--- config.mk ---
export PLATFORM = sky130hd
export DESIGN_NAME = decode_inst_queue
export DESIGN_NICKNAME = d
export VERILOG_FILES = /design/src/rtl/decode_inst_queue.sv
export SDC_FILE = /design/constraint.sdc
export NUM_CORES = 1
export LEC_CHECK = 0
export CORE_MARGIN = 2
export CORE_UTILIZATION = 50
export CTS_BUF_LIST = sky130_fd_sc_hd__clkbuf_4 sky130_fd_sc_hd__clkbuf_8
export CTS_CLUSTER_DIAMETER = 80
export DETAILED_ROUTE_END_ITERATION = 12
export PLACE_DENSITY_LB_ADDON = 0.12
export SETUP_SLACK_MARGIN = 0.5
export SYNTH_ARGS = -nofsm -noshare
export SYNTH_HDL_FRONTEND = slang
export SYNTH_SLANG_ARGS = --single-unit
--- constraint.sdc ---
create_clock -name clk -period 3.7 [get_ports clk]
set_input_delay 0.74 -clock clk [delete_from_list [all_inputs] [get_ports clk]]
set_output_delay 0.74 -clock clk [all_outputs]
set_load 0.02 [all_outputs]
--- src/rtl/decode_inst_queue.sv ---
`default_nettype none
// decode_inst_queue: circular FIFO of {pc, instr, excp, ecode} words between fetch and decode.
// Rev 1.0 - initial release.

module decode_inst_queue #(
  parameter int DEPTH = 4
) (
  input  logic                       clk,
  input  logic                       rst_n,
  input  logic                       flush,
  input  logic                       in_valid,
  output logic                       in_ready,
  input  logic [31:0]                in_pc,
  input  logic [31:0]                in_instr,
  input  logic                       in_excp,
  input  logic [5:0]                 in_ecode,
  output logic                       out_valid,
  input  logic                       out_ready,
  output logic [31:0]                out_pc,
  output logic [31:0]                out_instr,
  output logic                       out_excp,
  output logic [5:0]                 out_ecode,
  output logic [$clog2(DEPTH):0]     count
);

  localparam int AW = $clog2(DEPTH);
  localparam int CW = AW + 1;
  localparam logic [CW-1:0] C_FULL_CNT = CW'(DEPTH);
  localparam logic [CW-1:0] C_ONE_CNT  = CW'(1);
  localparam logic [AW-1:0] C_ONE_PTR  = AW'(1);

  logic [31:0]   pc_mem    [DEPTH];
  logic [31:0]   instr_mem [DEPTH];
  logic          excp_mem  [DEPTH];
  logic [5:0]    ecode_mem [DEPTH];

  logic [AW-1:0] wr_ptr_q, wr_ptr_d;
  logic [AW-1:0] rd_ptr_q, rd_ptr_d;
  logic [CW-1:0] count_q,  count_d;

  logic          w_enq;
  logic          w_deq;

  // Handshake status comes only from registered occupancy (plus flush), never from in_valid/out_ready.
  assign in_ready  = (count_q != C_FULL_CNT) && !flush;
  assign out_valid = (count_q != '0);

  assign w_enq = in_valid & in_ready;
  assign w_deq = out_valid & out_ready & !flush;

  assign out_pc    = pc_mem[rd_ptr_q];
  assign out_instr = instr_mem[rd_ptr_q];
  assign out_excp  = excp_mem[rd_ptr_q];
  assign out_ecode = ecode_mem[rd_ptr_q];
  assign count     = count_q;

  always_comb begin
    wr_ptr_d = wr_ptr_q;
    rd_ptr_d = rd_ptr_q;
    count_d  = count_q;
    if (flush) begin
      wr_ptr_d = '0;
      rd_ptr_d = '0;
      count_d  = '0;
    end else begin
      if (w_enq) wr_ptr_d = wr_ptr_q + C_ONE_PTR;
      if (w_deq) rd_ptr_d = rd_ptr_q + C_ONE_PTR;
      case ({w_enq, w_deq})
        2'b10:   count_d = count_q + C_ONE_CNT;
        2'b01:   count_d = count_q - C_ONE_CNT;
        default: count_d = count_q;
      endcase
    end
  end

  always_ff @(posedge clk or negedge rst_n) begin
    if (!rst_n) begin
      wr_ptr_q <= '0;
      rd_ptr_q <= '0;
      count_q  <= '0;
    end else begin
      wr_ptr_q <= wr_ptr_d;
      rd_ptr_q <= rd_ptr_d;
      count_q  <= count_d;
    end
  end

  // Payload is deliberately left unreset; out_* is only meaningful while out_valid is high.
  always_ff @(posedge clk) begin
    if (w_enq) begin
      pc_mem[wr_ptr_q]    <= in_pc;
      instr_mem[wr_ptr_q] <= in_instr;
      excp_mem[wr_ptr_q]  <= in_excp;
      ecode_mem[wr_ptr_q] <= in_ecode;
    end
  end

  a_count_range : assert property (@(posedge clk) disable iff (!rst_n) count_q <= C_FULL_CNT)
    else $error("count out of range: %0d", count_q);

endmodule

`default_nettype wire

-- After elaboration in Yosys (flattened, before gate mapping)
Memory sizes are Yosys's and may differ from the RTL's.
Cells that the tools add are included.
- flip-flop bits (word level): 7
- memory bits (writable): 284
- input port bits: 76
- output and inout port bits: 76
- logic and storage cells: 31
- memories: 4
- memory list (name ; depth ; width ; rd ports ; clocked after memory_dff ; write ports ; RTL line ; source):
    instr_mem ; 4 ; 32 ; 1 ; 0 ; 1 ; 33 ; logic [31:0] instr_mem [DEPTH];
    pc_mem ; 4 ; 32 ; 1 ; 0 ; 1 ; 32 ; logic [31:0] pc_mem [DEPTH];
    ecode_mem ; 4 ; 6 ; 1 ; 0 ; 1 ; 35 ; logic [5:0] ecode_mem [DEPTH];
    excp_mem ; 4 ; 1 ; 1 ; 0 ; 1 ; 34 ; logic excp_mem [DEPTH];
- add/subtract/negate cells: 4
- eq/ne operators: 3
- mux-type cells: 8
- bitwise logic cells: 3
- reduce and logical (&&, ||, !) cells: 6
- operators by type and width (cell ; number):
    2-bit two-way mux ; 4
    3-bit one-hot mux with 2 select lines ; 1
    3-bit nonzero test ; 2
    2-bit by 1-bit adder with 2-bit output, second input constant ; 2
    2-bit nonzero test ; 2
    3-bit by 1-bit adder with 3-bit output, second input constant ; 1
    1-bit bitwise AND ; 3
    3-bit two-way mux ; 1
    3-bit != test, second input constant ; 1
    3-bit by 1-bit subtractor with 3-bit output, second input constant ; 1
    2-bit by 1-bit equality test with 1-bit output, second input constant ; 1
    2-bit equality test, second input constant ; 1
    1-bit two-way mux ; 2
    1-bit logical AND ; 1
    1-bit zero test ; 1

-- Longest topological paths before layout
- depth after elaboration: 6
- gate-level depth with buffers: 7
- depth with buffers taken out: 6

-- Worst setup path before layout
No wires, ideal clock.
- path type: input -> register
- start point: input in_valid
- end point: memory ecode_mem[1][0], enable pin
- setup time: 0.437 ns
- arrival time: 2.874 ns
- data required time: 3.263 ns
- setup slack: 0.389 ns
- stages on the path: 3
- buffers on the path: 0
- path through: inv_1 > a211oi_4 > and2_1
- word-level cells in the longest chain between the ends: 3
- RTL lines (item ; RTL line ; source):
    start: declaration ; 11 ; input logic in_valid,
    1-bit bitwise AND ; 48 ; assign w_enq = in_valid & in_ready;
    1-bit two-way mux ; 90 ; if (w_enq) begin
    1-bit two-way mux (implied by the code) ; 94 ; ecode_mem[wr_ptr_q] <= in_ecode;
    end: declaration ; 35 ;
Every way passes these cells.

-- Worst setup path in the final report
- start point: register rd_ptr_q[0]
- end point: output out_instr[23]
- word-level cells in the longest chain between the ends: 1
- RTL lines (item ; RTL line ; source):
    start: declaration ; 38 ; logic [AW-1:0] rd_ptr_q, rd_ptr_d;
    start signal: assignment ; 83 ; rd_ptr_q <= rd_ptr_d;
    memory read 4 x 32 bit ; -- ;
    end: declaration ; 20 ; output logic [31:0] out_instr,
Every way passes these cells.

==> summary.md <==
| Metric | Value |
|---|---|
| Status | completed |
| GR peak layer | met2 |
| Leakage | 4.78 nW |
| Measured slew at the worst slew-check pin | 0.463 ns |
| Crit Path Class | reg -> out |
| Sequential share of power | 0.442 |
| Synth Area in XOR/XNOR | 0.00397 |
| Critical Path AT | 2.38 ns |
| Period minus WS final | 3.12 ns |
| Synth Area in Compound Gates | 0.00677 |
| Max Transition Viols Final | 0 |
| Worst min-delay path class | in -> async |
| FF+latch count, synth | 291 |
| GRT Total Usage | 0.178 |
| Mapped Nets | 505 |
| Area of the mapped netlist | 10700 µm² |
| M1 GR Usage | 0.225 |
| Post-synthesis cell type count | 33 |
| Post-Route WL | 20.2 mm |
| Clk_skew | 0.0259 ns |
| Longest Clk Path Bufs | 3 |
| Crit start category | flop |
| Cts hold-fix bufs | 0 |
| Fraction of layout cells with a size suffix above 1 | 0.274 |
| Max Fclk | 321 MHz |
| Total power | 8.89 mW |
| Cell Pwr Density | 644 nW/µm² |
| Clock network fraction of total power | 0.285 |
| H-tree depth | 2 |
| Post-route ant nets | 0 |
| Combinational Power Share | 0.272 |
| M3 GR Usage | 0.0491 |
| Crit share post-route | 0.843 |
| Internal power | 6.53 mW |
| Post-synth ARST share | 0.0241 |
| Most frequent cells after synthesis | 284 x edfxtp_1, 71 x mux4_2, 9 x buf_2 |
| Core Region | 21000 µm² |
| Vias per cell | 5.34 |
| First-pass GRT wire length | 29.5 mm |
| Sw Share | 0.266 |
| # port buffers | 151 |
| TritonRoute pass-1 iters | 7 |
| Mean Syn Cell Area | 25.3 µm² |
| Hpwl dp | 11.7 mm |
| Vias in the first global route | 5397 |
| Antenna violations before repair | 2 |
| Initial Util | 0.510 |
| Max-slew headroom | 0.691 |
| Element type at the critical path end | output pin |
| Register area share after synthesis | 0.812 |
| Area of the multi-input gates | 1930 µm² |
| Adder-Cell Fraction of Synth Area | 0.00653 |
| Pin count of the biggest net entering global routing | 72 |
| Cell type with the largest total area after synthesis | edfxtp_1 |
| Data required, critical path | 2.96 ns |
| RD Place Congestion | 0.690 |
| Max_cap viols | 0 |
| Layout area overhead | 28.8% |
| CTS tree | yes |
| Met2 usage | 0.301 |
| Die ar. | 22600 µm² |
| Setup violators final | 0 |
| Clock root cell | clkbuf_8 |
| Fillcell total | 1400 |
| Largest family of logic cells by synthesized area | multiplexers |
| Residual DRC count | 0 |
| Worst skew pair latency | 0.54 ns |
| Worst vdd ir | 0.000366 V |
| Syn. warnings | 0 |
| GR Overflow Total | 0 |
| Setup TNS | 0 ns |
| Top post-synthesis cells by area | edfxtp_1 80%, mux4_2 15%, dfrtp_1 1.6%, ha_1 0.47%, buf_2 0.42% |
| Total CTS buffers | 46 |
| Storage cell area | 8710 µm² |
| Syn Inst Count | 424 |
| RSZ-0062 raised after global routing | yes |
| First DRT Iteration DRCs | 286 |
| Top cell type's share of synthesized area | 0.795 |
| Post-DR wirelength/cell | 21.5 µm |
| Dominant synthesized flop cell | edfxtp_1 |
| Post-synth EDFFs | 284 |
| Simple-gate share of the synthesized area | 0.0105 |
| Switching pwr | 2.36 mW |
| Multiplexer share of the synthesized area | 0.151 |
| Clock tree sinks | 291 |
| I/O pins | 152 |
| Max FO, Critical Path | 14 |
| Rows | 53 |
| Die height | 150 µm |
| Vias post-DR | 5023 |
| Final Hold Vio Count | 0 |
| Final net count | 712 |
| Most numerous cell in the Yosys netlist | edfxtp_1 |
| Die span in x | 150 µm |
| Clk slew on worst S/H paths | 0.06 ns |
[kinds of logic after synthesis]
| group | count (synthesis) |
|---|---|
| AOI/OAI and AO/OA | 10 |
| buffers and inverters | 22 |
| DFF | 291 |
| muxes | 73 |
| xor gates and xnor gates | 4 |
| and+or+nand+nor | 19 |
| adders and majority gates | 5 |
[sequential cells by signal, summed over array words and instances, names as in the netlist]
name and flops:
instr_mem 128, pc_mem 128, ecode_mem 24, excp_mem 4, count 3, rd_ptr_q 2
wr_ptr_q 2
[through the flow]
stage	worst slack [ns]	area, µm²	std cells	hold WS (ns)	utilization
finish	0.581	13800	940	0.447	0.657
global route	0.485	13800	940	0.451	0.657
CTS	0.438	13600	932	0.425	0.649
detailed placement	0.738	12700	844	0.608	0.604
global placement	0.740	12700	844	0.613	0.604
floorplan	1.15	10700	424	0.444	-
[timing repair]
item	in CTS	in global routing
buffers inserted	7	6
pin swaps	0	0
gates resized for setup	15	37
endpoints found under the setup margin	71	42
gates cloned	0	1
[critical path, stage by stage, from the launching register on]
cell and delay (ns):
dfrtp_4 0.54, buf_12 0.21, mux4_2 0.52, clkdlybuf4s50_1 0.57
[routing by layer]
layer | up-vias | wire length (µm) | part of all wire
li1 | 2227 | - | -
met1 | 2574 | 8020 | 0.40
met2 | 195 | 10400 | 0.52
met3 | 27 | 1470 | 0.073
met4 | 0 | 297 | 0.015
met5 | - | 0 | 0
[worst paths after layout]
kind | start | endpoint | slack [ns] | depth (start not counted)
worst max-delay path | rd_ptr_q[0] | out_instr[23] | 0.58 | 3
min in group clk | wr_ptr_q[0] | wr_ptr_q[0] | 0.63 | 2
worst min register to register | wr_ptr_q[0] | wr_ptr_q[0] | 0.63 | 2
worst max register to register | count[0] | instr_mem[2][14] | 1.53 | 4
worst min-delay path | rst_n | count[2] | 0.45 | 1
max in group asynchronous | rst_n | rd_ptr_q[0] | 2.99 | 1
[power groups by stage]
stage | clock network [mW] | registers (mW) | logic [mW]
finish | 2.54 | 3.93 | 2.42
floorplan | 0 | 3.96 | 1.39
detailed placement | 0 | 4.06 | 2.33
global route | 2.75 | 3.95 | 2.58
global placement | 0 | 4.05 | 2.32
CTS | 2.61 | 3.93 | 2.42
[cells in the final DEF (no fill, tap or decap), types with 5 or more instances in the layout]
cell type / instances
clkinv_1: 7
dlygate4sd2_1: 14
mux4_2: 71
clkbuf_8: 49
dlymetal6s2s_1: 37
clkbuf_4: 21
nor2_1: 5
buf_12: 8
clkdlybuf4s50_1: 100
buf_4: 14
edfxtp_1: 284
dfrtp_1: 5
[cell type report]
type / instances / share of cell area
sequential: 291 / 0.631
timing repair buffer: 177 / 0.140
multi-input combinational: 111 / 0.140
clock buffer: 70 / 0.0602
tap: 275 / 0.0249
clock inverter: 11 / 0.00335
inverter: 4 / 0.00109
antenna: 1 / 0.000181
Power figures use the tool's default switching activity.
